`config.mk`:
```
export PLATFORM = sky130hd
export DESIGN_NAME = sprite_palette_bank
export DESIGN_NICKNAME = d
export VERILOG_FILES = /design/src/rtl/sprite_palette_bank.sv
export SDC_FILE = /design/constraint.sdc
export NUM_CORES = 1
export LEC_CHECK = 0
export ABC_AREA = 1
export CELL_PAD_IN_SITES_DETAIL_PLACEMENT = 1
export CELL_PAD_IN_SITES_GLOBAL_PLACEMENT = 2
export CORE_MARGIN = 4
export CORE_UTILIZATION = 38
export CTS_CLUSTER_DIAMETER = 50
export DETAILED_ROUTE_END_ITERATION = 16
export PLACE_DENSITY_LB_ADDON = 0.1
export SYNTH_ARGS = -nofsm -noshare
export SYNTH_HDL_FRONTEND = slang
export SYNTH_SLANG_ARGS = --single-unit
```
`constraint.sdc`:
```
create_clock -name i_clk -period 35.8 [get_ports i_clk]
set_clock_uncertainty 0.1 [all_clocks]
set_input_delay 7.16 -clock i_clk [delete_from_list [all_inputs] [get_ports i_clk]]
set_output_delay 7.16 -clock i_clk [all_outputs]
set_load 0.01 [all_outputs]
```
`src/rtl/sprite_palette_bank.sv`:
```
// Multi-palette writable colour lookup with a 2-stage pipeline and a
// frame-timed flash effect that brightens non-transparent pixels.
module sprite_palette_bank #(
  parameter  int INDEX_W    = 4,
  parameter  int NUM_PAL    = 4,
  parameter  int COLOR_W    = 4,
  parameter  int TRANSP_IDX = 1,
  parameter  int FLASH_ADD  = 8,
  localparam int PAL_W      = (NUM_PAL > 1) ? $clog2(NUM_PAL) : 1,
  localparam int ENTRIES    = 1 << INDEX_W
) (
  input  logic                 i_clk,
  input  logic                 i_rst,
  input  logic                 i_valid,
  input  logic [PAL_W-1:0]     i_pal_sel,
  input  logic [INDEX_W-1:0]   i_index,
  input  logic                 i_wr_en,
  input  logic [PAL_W-1:0]     i_wr_pal,
  input  logic [INDEX_W-1:0]   i_wr_index,
  input  logic [3*COLOR_W-1:0] i_wr_data,
  input  logic                 i_frame_tick,
  input  logic                 i_flash_start,
  input  logic [7:0]           i_flash_frames,
  output logic                 o_valid,
  output logic [COLOR_W-1:0]   o_red,
  output logic [COLOR_W-1:0]   o_green,
  output logic [COLOR_W-1:0]   o_blue,
  output logic                 o_transparent,
  output logic                 o_flash_busy
);

  typedef enum logic [1:0] {ST_IDLE, ST_ON, ST_OFF} flash_state_e;

  logic [3*COLOR_W-1:0] r_mem [NUM_PAL][ENTRIES];
  logic [3*COLOR_W-1:0] r_s1_rgb;
  logic                 r_s1_transp;
  logic                 r_s1_valid;
  flash_state_e         r_state, w_state_nxt;
  logic [7:0]           r_cnt, w_cnt_nxt;
  logic                 r_busy;
  logic [PAL_W-1:0]     w_rd_pal;
  logic                 w_apply;

  // Channel plus FLASH_ADD at COLOR_W+9 bits, clamped to full scale.
  function automatic logic [COLOR_W-1:0] sat_add(input logic [COLOR_W-1:0] c);
    logic [COLOR_W+8:0] s;
    s = (COLOR_W+9)'(c) + (COLOR_W+9)'(FLASH_ADD);
    return (|s[COLOR_W+8:COLOR_W]) ? '1 : s[COLOR_W-1:0];
  endfunction

  assign w_rd_pal = (int'(i_pal_sel) >= NUM_PAL) ? '0 : i_pal_sel;

  // NOTE: the palette is register storage, so it can and must be reset here;
  // a RAM macro could not be, which is why this stays in flops.
  always_ff @(posedge i_clk or posedge i_rst) begin
    if (i_rst) begin
      for (int p = 0; p < NUM_PAL; p++)
        for (int e = 0; e < ENTRIES; e++)
          r_mem[p][e] <= {3{COLOR_W'(e)}};
    end else if (i_wr_en && (int'(i_wr_pal) < NUM_PAL)) begin
      r_mem[i_wr_pal][i_wr_index] <= i_wr_data;
    end
  end

  // NOTE: non-blocking reads of r_mem here see the pre-write value, which
  // gives the required old-data result on a same-cycle write/read collision.
  always_ff @(posedge i_clk or posedge i_rst) begin
    if (i_rst) begin
      r_s1_rgb    <= '0;
      r_s1_transp <= 1'b0;
      r_s1_valid  <= 1'b0;
    end else begin
      r_s1_rgb    <= r_mem[w_rd_pal][i_index];
      r_s1_transp <= (i_index == INDEX_W'(TRANSP_IDX));
      r_s1_valid  <= i_valid;
    end
  end

  assign w_apply = (r_state == ST_ON) && !r_s1_transp;

  always_ff @(posedge i_clk or posedge i_rst) begin
    if (i_rst) begin
      o_valid       <= 1'b0;
      o_red         <= '0;
      o_green       <= '0;
      o_blue        <= '0;
      o_transparent <= 1'b0;
    end else begin
      o_valid       <= r_s1_valid;
      o_transparent <= r_s1_transp;
      o_red   <= w_apply ? sat_add(r_s1_rgb[3*COLOR_W-1:2*COLOR_W]) : r_s1_rgb[3*COLOR_W-1:2*COLOR_W];
      o_green <= w_apply ? sat_add(r_s1_rgb[2*COLOR_W-1:COLOR_W])   : r_s1_rgb[2*COLOR_W-1:COLOR_W];
      o_blue  <= w_apply ? sat_add(r_s1_rgb[COLOR_W-1:0])           : r_s1_rgb[COLOR_W-1:0];
    end
  end

  always_ff @(posedge i_clk or posedge i_rst) begin
    if (i_rst) begin
      r_state <= ST_IDLE;
      r_cnt   <= '0;
      r_busy  <= 1'b0;
    end else begin
      r_state <= w_state_nxt;
      r_cnt   <= w_cnt_nxt;
      r_busy  <= (w_state_nxt != ST_IDLE);
    end
  end

  // NOTE: defaults first keep this block free of inferred latches.
  always_comb begin
    w_state_nxt = r_state;
    w_cnt_nxt   = r_cnt;
    if (i_flash_start && (i_flash_frames != 8'd0)) begin
      w_state_nxt = ST_ON;
      w_cnt_nxt   = i_flash_frames;
    end else if (i_frame_tick && (r_state != ST_IDLE)) begin
      w_cnt_nxt = r_cnt - 8'd1;
      if (r_cnt == 8'd1) w_state_nxt = ST_IDLE;
      else               w_state_nxt = (r_state == ST_ON) ? ST_OFF : ST_ON;
    end
  end

  assign o_flash_busy = r_busy;

endmodule

```
## After elaboration in Yosys (flattened, before gate mapping)

Cells that the tools add are included.

| word-level totals | value |
|---|---|
| flip-flop bits (word level) | 807 |
| input bits | 38 |
| output and inout port bits | 15 |
| logic and storage cells | 128 |

| cells by class | value |
|---|---|
| $add $sub $neg | 4 |
| magnitude comparators | 6 |
| equality and inequality tests | 3 |
| muxes and demuxes | 23 |
| bitwise gates (word level) | 4 |
| reductions and logical operators | 13 |

Operators by type and width:

| cell | number |
|---|---|
| 768-bit bitwise mux | 1 |
| 192-bit two-way mux | 3 |
| 192-bit binary-select mux with 2-bit select | 1 |
| 192-bit demux with 2-bit select | 1 |
| 12-bit binary-select mux with 4-bit select | 1 |
| 12-bit demux with 4-bit select | 1 |
| 12-bit two-way mux | 3 |
| 9-bit OR reduction | 3 |
| 4-bit two-way mux | 6 |
| 8-bit two-way mux | 2 |
| 4-bit by 4-bit adder with 5-bit output (second input constant) | 3 |
| 5-bit >= comparator (second input constant) | 2 |
| 4-bit inverter with 5-bit output | 2 |
| 8-bit by 1-bit == test with 1-bit output (second input constant) | 1 |
| 2-bit two-way mux | 4 |
| 8-bit nonzero test | 1 |
| 8-bit by 1-bit subtractor with 8-bit output (second input constant) | 1 |
| 3-bit >= comparator (second input constant) | 2 |
| 2-bit inverter with 3-bit output | 2 |
| 2-bit nonzero test | 3 |
| 1-bit logical AND | 5 |
| 5-bit by 1-bit less-than comparator with 1-bit output (second input constant) | 1 |
| 4-bit by 1-bit == test with 1-bit output (second input constant) | 1 |
| 3-bit by 1-bit less-than comparator with 1-bit output (second input constant) | 1 |
| other kinds (2) | 2 |

## Logic depth before layout (Yosys ltp)

Gate-level depths: netlist of the first run.

| depth | value |
|---|---|
| depth after elaboration | 8 |
| gate-level depth with buffers | 15 |
| mapped depth without buffers | 12 |

## Least setup slack after synthesis of the first run

No wires, ideal clock.

| timing path | value |
|---|---|
| kind | input-to-reg |
| start point | in i_pal_sel[0] |
| end point | reg r_s1_rgb[10] |
| library setup time | 117 ps |
| arrival time | 8299 ps |
| required time | 35583 ps |
| slack | 27284 ps |
| stages | 15 |
| path buffers | 3 |
| cell sequence | buf_2 > inv_2 > buf_4 > clkbuf_1 > nand2_1 > nand3_1 > nand2_1 > nand2_1 > nand2_1 > inv_1 > nand2_1 > nand2_1 > nand2_1 > inv_1 > nand2_1 |

| on the way | value |
|---|---|
| word-level cells in the longest chain between the ends | 7 |

RTL lines:

| element | RTL line | source |
|---|---|---|
| start, declared | 15 | `input logic [PAL_W-1:0] i_pal_sel,` |
| 2-bit inverter with 3-bit output (implied by the code) | 73 | `r_s1_rgb <= r_mem[w_rd_pal][i_index];` |
| 192-bit binary-select mux with 2-bit select | 73 |  |
| 192-bit two-way mux (implied by the code) (2 in a row) | 73 |  |
| 12-bit binary-select mux with 4-bit select | 73 |  |
| 12-bit two-way mux (implied by the code) (2 in a row) | 73 |  |
| end signal, assigned | 73 |  |
| end, declared | 35 | `logic [3*COLOR_W-1:0] r_s1_rgb;` |

No other way between the ends. The select of a mux whose other input is x is not followed.
A chain may end at the register's enable or synchronous reset.

## Final worst setup path of the first run

| timing path | value |
|---|---|
| start point | in i_pal_sel[0] |
| end point | reg r_s1_rgb[1] |

Same word-level chain as after synthesis.

==> results of run 1 <==
[stage by stage]
step                      utilization  power, mW  area [um^2]
after floorplan                     -       1.36        38300
after global placement          0.393       1.46        39300
after detailed placement        0.393       1.48        39300
after CTS                       0.441       2.86        44100
after global routing            0.441       2.97        44100
final                           0.441       2.83        44100
[worst max-delay path by stage]
stage	from	to	depth (start not counted)
global placement	i_pal_sel[0]	r_s1_rgb[5]	13
floorplan	i_rst	o_blue[0]	1
CTS	i_pal_sel[0]	r_s1_rgb[10]	15
finish	i_pal_sel[0]	r_s1_rgb[1]	13
global route	i_pal_sel[0]	r_s1_rgb[10]	15
detailed placement	i_pal_sel[0]	r_s1_rgb[10]	15
[synthesized netlist by cell type (13+ instances only)]
master,instances
nand2_1,1831
o21ai_0,852
dfrtp_1,423
inv_1,395
dfstp_2,384
nand3_1,376
nor2_1,261
clkbuf_1,252
buf_2,68
o21ai_1,31
buf_1,29
a21oi_1,25
buf_4,13
[power breakdown]
part,leakage (nW),internal (mW),switching [mW]
Sequential,9.49,1.08,0.0660
Combinational,8.14,0.105,0.215
Clock,2.28,0.903,0.465
Total,19.9,2.08,0.746
[registers in the layout (all words and copies together), names as in the netlist, 2 cells and up]
register	count
r_mem	768
r_s1_rgb	12
r_cnt	8
o_blue	4
o_green	4
o_red	4
r_state	2
[cell type report]
cell class / instances / area share
inverter: 399 / 0.0345
antenna: 1 / 0.0000568
timing repair buffer: 100 / 0.0205
sequential: 807 / 0.469
multi-input combinational: 3419 / 0.332
clock inverter: 60 / 0.0215
tap: 1298 / 0.0369
clock buffer: 178 / 0.0856
[worst max-delay path, delay by kind of cell]
| kind | cells | cell delay [ns] |
|---|---|---|
| buf+inv | 4 | 2.75 |
| simple gates | 9 | 0.81 |
[cell families after synthesis]
logic type / count (synthesis)
compound gates: 912
xor+xnor: 4
fa+ha+maj: 2
buf+inv: 761
flops: 807
simple gates: 2501
[metal layers]
layer  GRT usage  wire length, um
met3      0.0487             7500
met4      0.0667             2830
met1       0.378            66500
met2       0.388            58800
met5           0               41
==> out/results.ini, run 1 <==
[placed_design]
dp_hpwl_mm=77.3
placed_cells=6023
gp_congestion=0.771
place_ws_ns=24.62
port_buffers=52

[finish]
drive_above_1_share=0.141
instances_no_fill=6262
area_growth_pct=15.2
ff_latch_area_um2=20700
layout_commonest_cell=nand2_1
fillers=12055
layout.nets=4898
final_cell_mix=nand2_1 (1,831), o21ai_0 (852), dfrtp_1 (423), dfstp_2 (384), inv_1 (381)
multiInputGateArea_um2=14600

[logic_synthesis]
ys_seq_elements=807
synth_fa_ha_area_frac=0.000654
syn_avg_cell_area_um2=7.67
syn_area_um2=38300
async_flop_share=1.00
ys_warn_count=0
synth_top_area_share=0.277
synth_compound_area_frac=0.120
synthXorXnorAreaFrac=0.000916
ys.flop_type=dfrtp_1
synthMuxAreaShare=0
yosys.area_share.simple=0.260
synth_top_family_by_area=simple AND/OR/NAND/NOR gates
synth_area_leader_cell=dfrtp_1
synthCells=4987
synth_fp_nets=5027
synth_edf_count=0
ys_seq_area_frac=0.540
ys_types=27
synthTopCellsByArea=dfrtp_1 (28%), dfstp_2 (26%), nand2_1 (18%)

[sta]
drv_slew=0
hold_viol_final=0
setup-tns-final_ns=0
tightest_slew_ns=1.18
timing.hold.ws_ns=0.263
slew_headroom=0.211
fin_ws_ns=25.36
fin_crit_ns=10.44
fin_crit_sh=0.292
rsz0062_at_grt=no
max_freq_mhz=95.8
setup_viol=0

[worst_hold_path]
hold_depth=0
holdPathEnd=o_valid
hp-class=flip-flop to flip-flop
hp-start=r_s1_valid

[route]
via_per_inst=5.20
drt_iter0_markers=2487
ant_nets=0
totalWireLength_mm=136
vias=32558
drcViolationCount=0
avgRoutedWirePerCell_um=21.7
drt_pass1_iterations=8

[critical_path]
crit_fanout=133
crit_path_start_kind=input port
rr_endpoint=r_s1_rgb[5]
cp.required_ns=36.29
cp_slowest_stage_delay_ns=1.00
reg2reg_depth=10
worst-endpoint-arrival_ns=10.93
worstSetupEndpointType=flip-flop
critPathSlowestCell=buf_4
timing.rr.start=r_mem[161]
path_class=input port to flip-flop
reg2reg_slack_ns=33.82
cp_cell_sequence=buf_8 -> inv_8 -> buf_4 -> buf_4 -> nand2_1 -> nand3_1 -> nand2_1 -> nand2_1 -> nand2_1 -> nor2_1 -> nand2_1 -> nand3_1 -> nand2_1
cp_common_cell=nand2_1

[cts]
hold_buffers=0
cts_htree_levels=4
path_clk_slew_ns=0.05
cts_buffers=131
cts-root-buf=clkbuf_16
post_cts_buffers=0
cts_buffer_depth=3
clk_latency_ns=0.72
cts_num_sinks=807
cts_resized=0
cts_tree=yes

[die]
start_util=0.383
core_area_um2=100000
die_x_um=325
rows=116
die_h_um=325
die_area_um2=106000
io_pins=53

[global_route]
grt_usage=0.256
grt_max_degree=160
gr-total-overflow=0
grt_pass1_vias=33130
grt_antenna_before_repair=7
grt_pass1_wl_mm=210

[power_and_ir_drop]
p_leak_nw=19.9
p_per_area_nw_per_um2=64.2
peakVddDrop_mv=0.0418

[status]
status=finished, final reports clean

[flow_run]
cap_violations=0

Power figures use the tool's default switching activity.
==> inputs of run 2 (changes only) <==
==> constraint.sdc (replaced) <==
create_clock -name i_clk -period 9.7 [get_ports i_clk]
set_clock_uncertainty 0.1 [all_clocks]
set_input_delay 1.94 -clock i_clk [delete_from_list [all_inputs] [get_ports i_clk]]
set_output_delay 1.94 -clock i_clk [all_outputs]
set_load 0.01 [all_outputs]
==> out/results.ini, run 2 (same netlist as run 1, synthesis figures left out) <==
[worst_hold_path]
holdPathEnd=o_valid
hp-class=flip-flop to flip-flop
hold_depth=0  ; unchanged
hp-start=r_s1_valid

[cts]
cts_resized=0  ; unchanged
cts_htree_levels=4  ; unchanged
path_clk_slew_ns=0.05  ; about the same
cts_buffers=132  ; +0.76%
hold_buffers=0  ; unchanged
cts-root-buf=clkbuf_16
cts_num_sinks=807  ; unchanged
post_cts_buffers=0  ; unchanged
cts_tree=yes
cts_buffer_depth=3  ; unchanged
clk_latency_ns=0.73  ; about the same

[finish]
multiInputGateArea_um2=14600  ; unchanged
drive_above_1_share=0.140  ; -0.000693
fillers=12135  ; +0.66%
regMostFlops=r_mem
layout_commonest_cell=nand2_1
ff_latch_area_um2=20700  ; unchanged
layout.nets=4893  ; -0.10%
final_cell_mix=nand2_1 (1,831), o21ai_0 (852), dfrtp_1 (423), dfstp_2 (384), inv_1 (381)
instances_no_fill=6259  ; -0.048%
top_regs=r_mem (768), r_s1_rgb (12), r_cnt (8)
area_growth_pct=14.8
largest_register_ff_count=768  ; unchanged

[critical_path]
worstSetupEndpointType=flip-flop
cp.required_ns=10.19  ; -26.10 ns
path_class=input port to flip-flop
critPathTopFamily=buffers and inverters
cp_cell_sequence=buf_8 -> inv_8 -> buf_4 -> nand2_1 -> nand3_1 -> nand2_1 -> nand2_1 -> nand2_1 -> inv_1 -> nand2_1 -> nand2_1 -> nand2_1 -> inv_1 -> nand2_1
rr_endpoint=r_s1_rgb[9]
timing.rr.start=r_mem[165]
crit_path_start_kind=input port
path_buf_inv=5  ; +1
cp_common_cell=nand2_1
worst-endpoint-arrival_ns=5.12  ; -5.81 ns
cp_slowest_stage_delay_ns=0.94  ; -0.06 ns
crit_fanout=114  ; -14%
critPathSlowestCell=buf_4
reg2reg_depth=10  ; unchanged
reg2reg_slack_ns=7.86  ; -25.96 ns

[sta]
slew_headroom=0.257  ; +0.0460
rsz0062_at_grt=no
hold_viol_final=0  ; unchanged
fin_crit_sh=0.477
tightest_slew_ns=1.11  ; -0.0690 ns
drv_slew=0  ; unchanged
setup-tns-final_ns=0  ; unchanged
fin_crit_ns=4.63
setup_viol=0  ; unchanged
max_freq_mhz=216

[global_route]
grt_pass1_vias=32856  ; -0.83%
grt_usage=0.248  ; -0.00847
grt_pass1_wl_mm=204  ; -2.7%
grt_antenna_before_repair=10  ; +3
gr-total-overflow=0  ; unchanged
grt_max_degree=164  ; +2.5%

[route]
drt_iter0_markers=2256  ; -9.3%
totalWireLength_mm=130  ; -3.8%
ant_nets=0  ; unchanged
drt_pass1_iterations=5  ; -3
avgRoutedWirePerCell_um=20.8  ; -3.7%
via_per_inst=5.13  ; -1.4%
vias=32101  ; -1.4%
drcViolationCount=0  ; unchanged

[die]
rows=116  ; unchanged
die_area_um2=106000  ; unchanged
die_x_um=325  ; unchanged
io_pins=53  ; unchanged
core_area_um2=100000  ; unchanged
die_h_um=325  ; unchanged
start_util=0.383  ; unchanged

[power_and_ir_drop]
p_seq_frac=0.411  ; +0.008
p_per_area_nw_per_um2=233  ; +260%
p_sw_mw=2.70  ; +260%
p_clk_frac=0.475  ; -0.008
pwr-share-comb=0.114  ; about the same
peakVddDrop_mv=0.128  ; +210%
p_sw_frac=0.265  ; +0.000971
p_int_mw=7.51  ; +260%
p_leak_nw=19.8  ; -0.34%
power_mw=10.2  ; +260%

[placed_design]
dp_hpwl_mm=73.3  ; -5.3%
gp_congestion=0.752  ; -2.4%
port_buffers=52  ; unchanged
placed_cells=6017  ; -0.10%

[flow_run]
cap_violations=0  ; unchanged

[status]
status=finished, final reports clean

[run 2: changes by cell type in the layout (fill, tap and decap cells not counted), sizes merged]
cell	change
buf	-7
bufinv	-10
clkbuf	+10
clkinv	+4
clkinvlp	+1
diode	+1
inv	-2
[run 2: worst max-delay path by stage]
stage          cells past startpoint          from  slack (ns)            to
3_3_place_gp                      10  i_pal_sel[1]        4.34   r_s1_rgb[7]
2_1_floorplan                      1         i_rst       -3.11     o_blue[0]
5_1_grt                           10  i_pal_sel[1]        4.81   r_s1_rgb[7]
3_5_place_dp                      14  i_pal_sel[0]        4.34  r_s1_rgb[11]
6_report                          14  i_pal_sel[0]        5.07  r_s1_rgb[11]
4_1_cts                           14  i_pal_sel[0]        5.11  r_s1_rgb[11]
[run 2: worst reg2reg max path: stages (launching register included)]
cell     delay (ns)
dfstp_2        0.53
inv_1          0.04
nand2_1        0.06
nand3_1        0.10
nand3_1        0.13
nand3_1        0.22
nand2_1        0.20
nand2_1        0.10
nand2_1        0.13
inv_1          0.10
nand2_1        0.08
[run 2: cell type report]
type / count / area share
tap: 1298 / 0.0370
multi-input combinational: 3419 / 0.333
timing repair buffer: 94 / 0.0210
antenna: 2 / 0.000114
clock buffer: 187 / 0.0892
sequential: 807 / 0.470
clock inverter: 53 / 0.0149
inverter: 399 / 0.0345
[run 2: power groups by stage]
stage / clock [mW] / combinational, mW / sequential (mW)
after floorplan: 0 / 0.820 / 4.19
after global placement: 0 / 1.15 / 4.23
after detailed placement: 0 / 1.18 / 4.24
after CTS: 4.97 / 1.19 / 4.20
after global routing: 5.13 / 1.36 / 4.26
final: 4.85 / 1.17 / 4.20
[run 2: metrics by stage]
| stage | hold WS, ns | worst slack [ns] | util | cell area (um^2) |
|---|---|---|---|---|
| 6_report | 0.251 | 5.07 | 0.439 | 43900 |
| 5_1_grt | 0.273 | 4.81 | 0.439 | 43900 |
| 4_1_cts | 0.258 | 5.11 | 0.439 | 43900 |
| 3_5_place_dp | 0.247 | 4.34 | 0.394 | 39400 |
| 3_3_place_gp | 0.235 | 4.34 | 0.394 | 39400 |
| 2_1_floorplan | 0.231 | -3.11 | - | 38300 |
[run 2: layer usage]
metal	GRT usage	wire length [um]	vias up
li1	-	-	15434
met1	0.356	63900	16037
met2	0.396	59200	480
met3	0.0377	5050	150
met4	0.0590	2410	0
met5	0	0	-
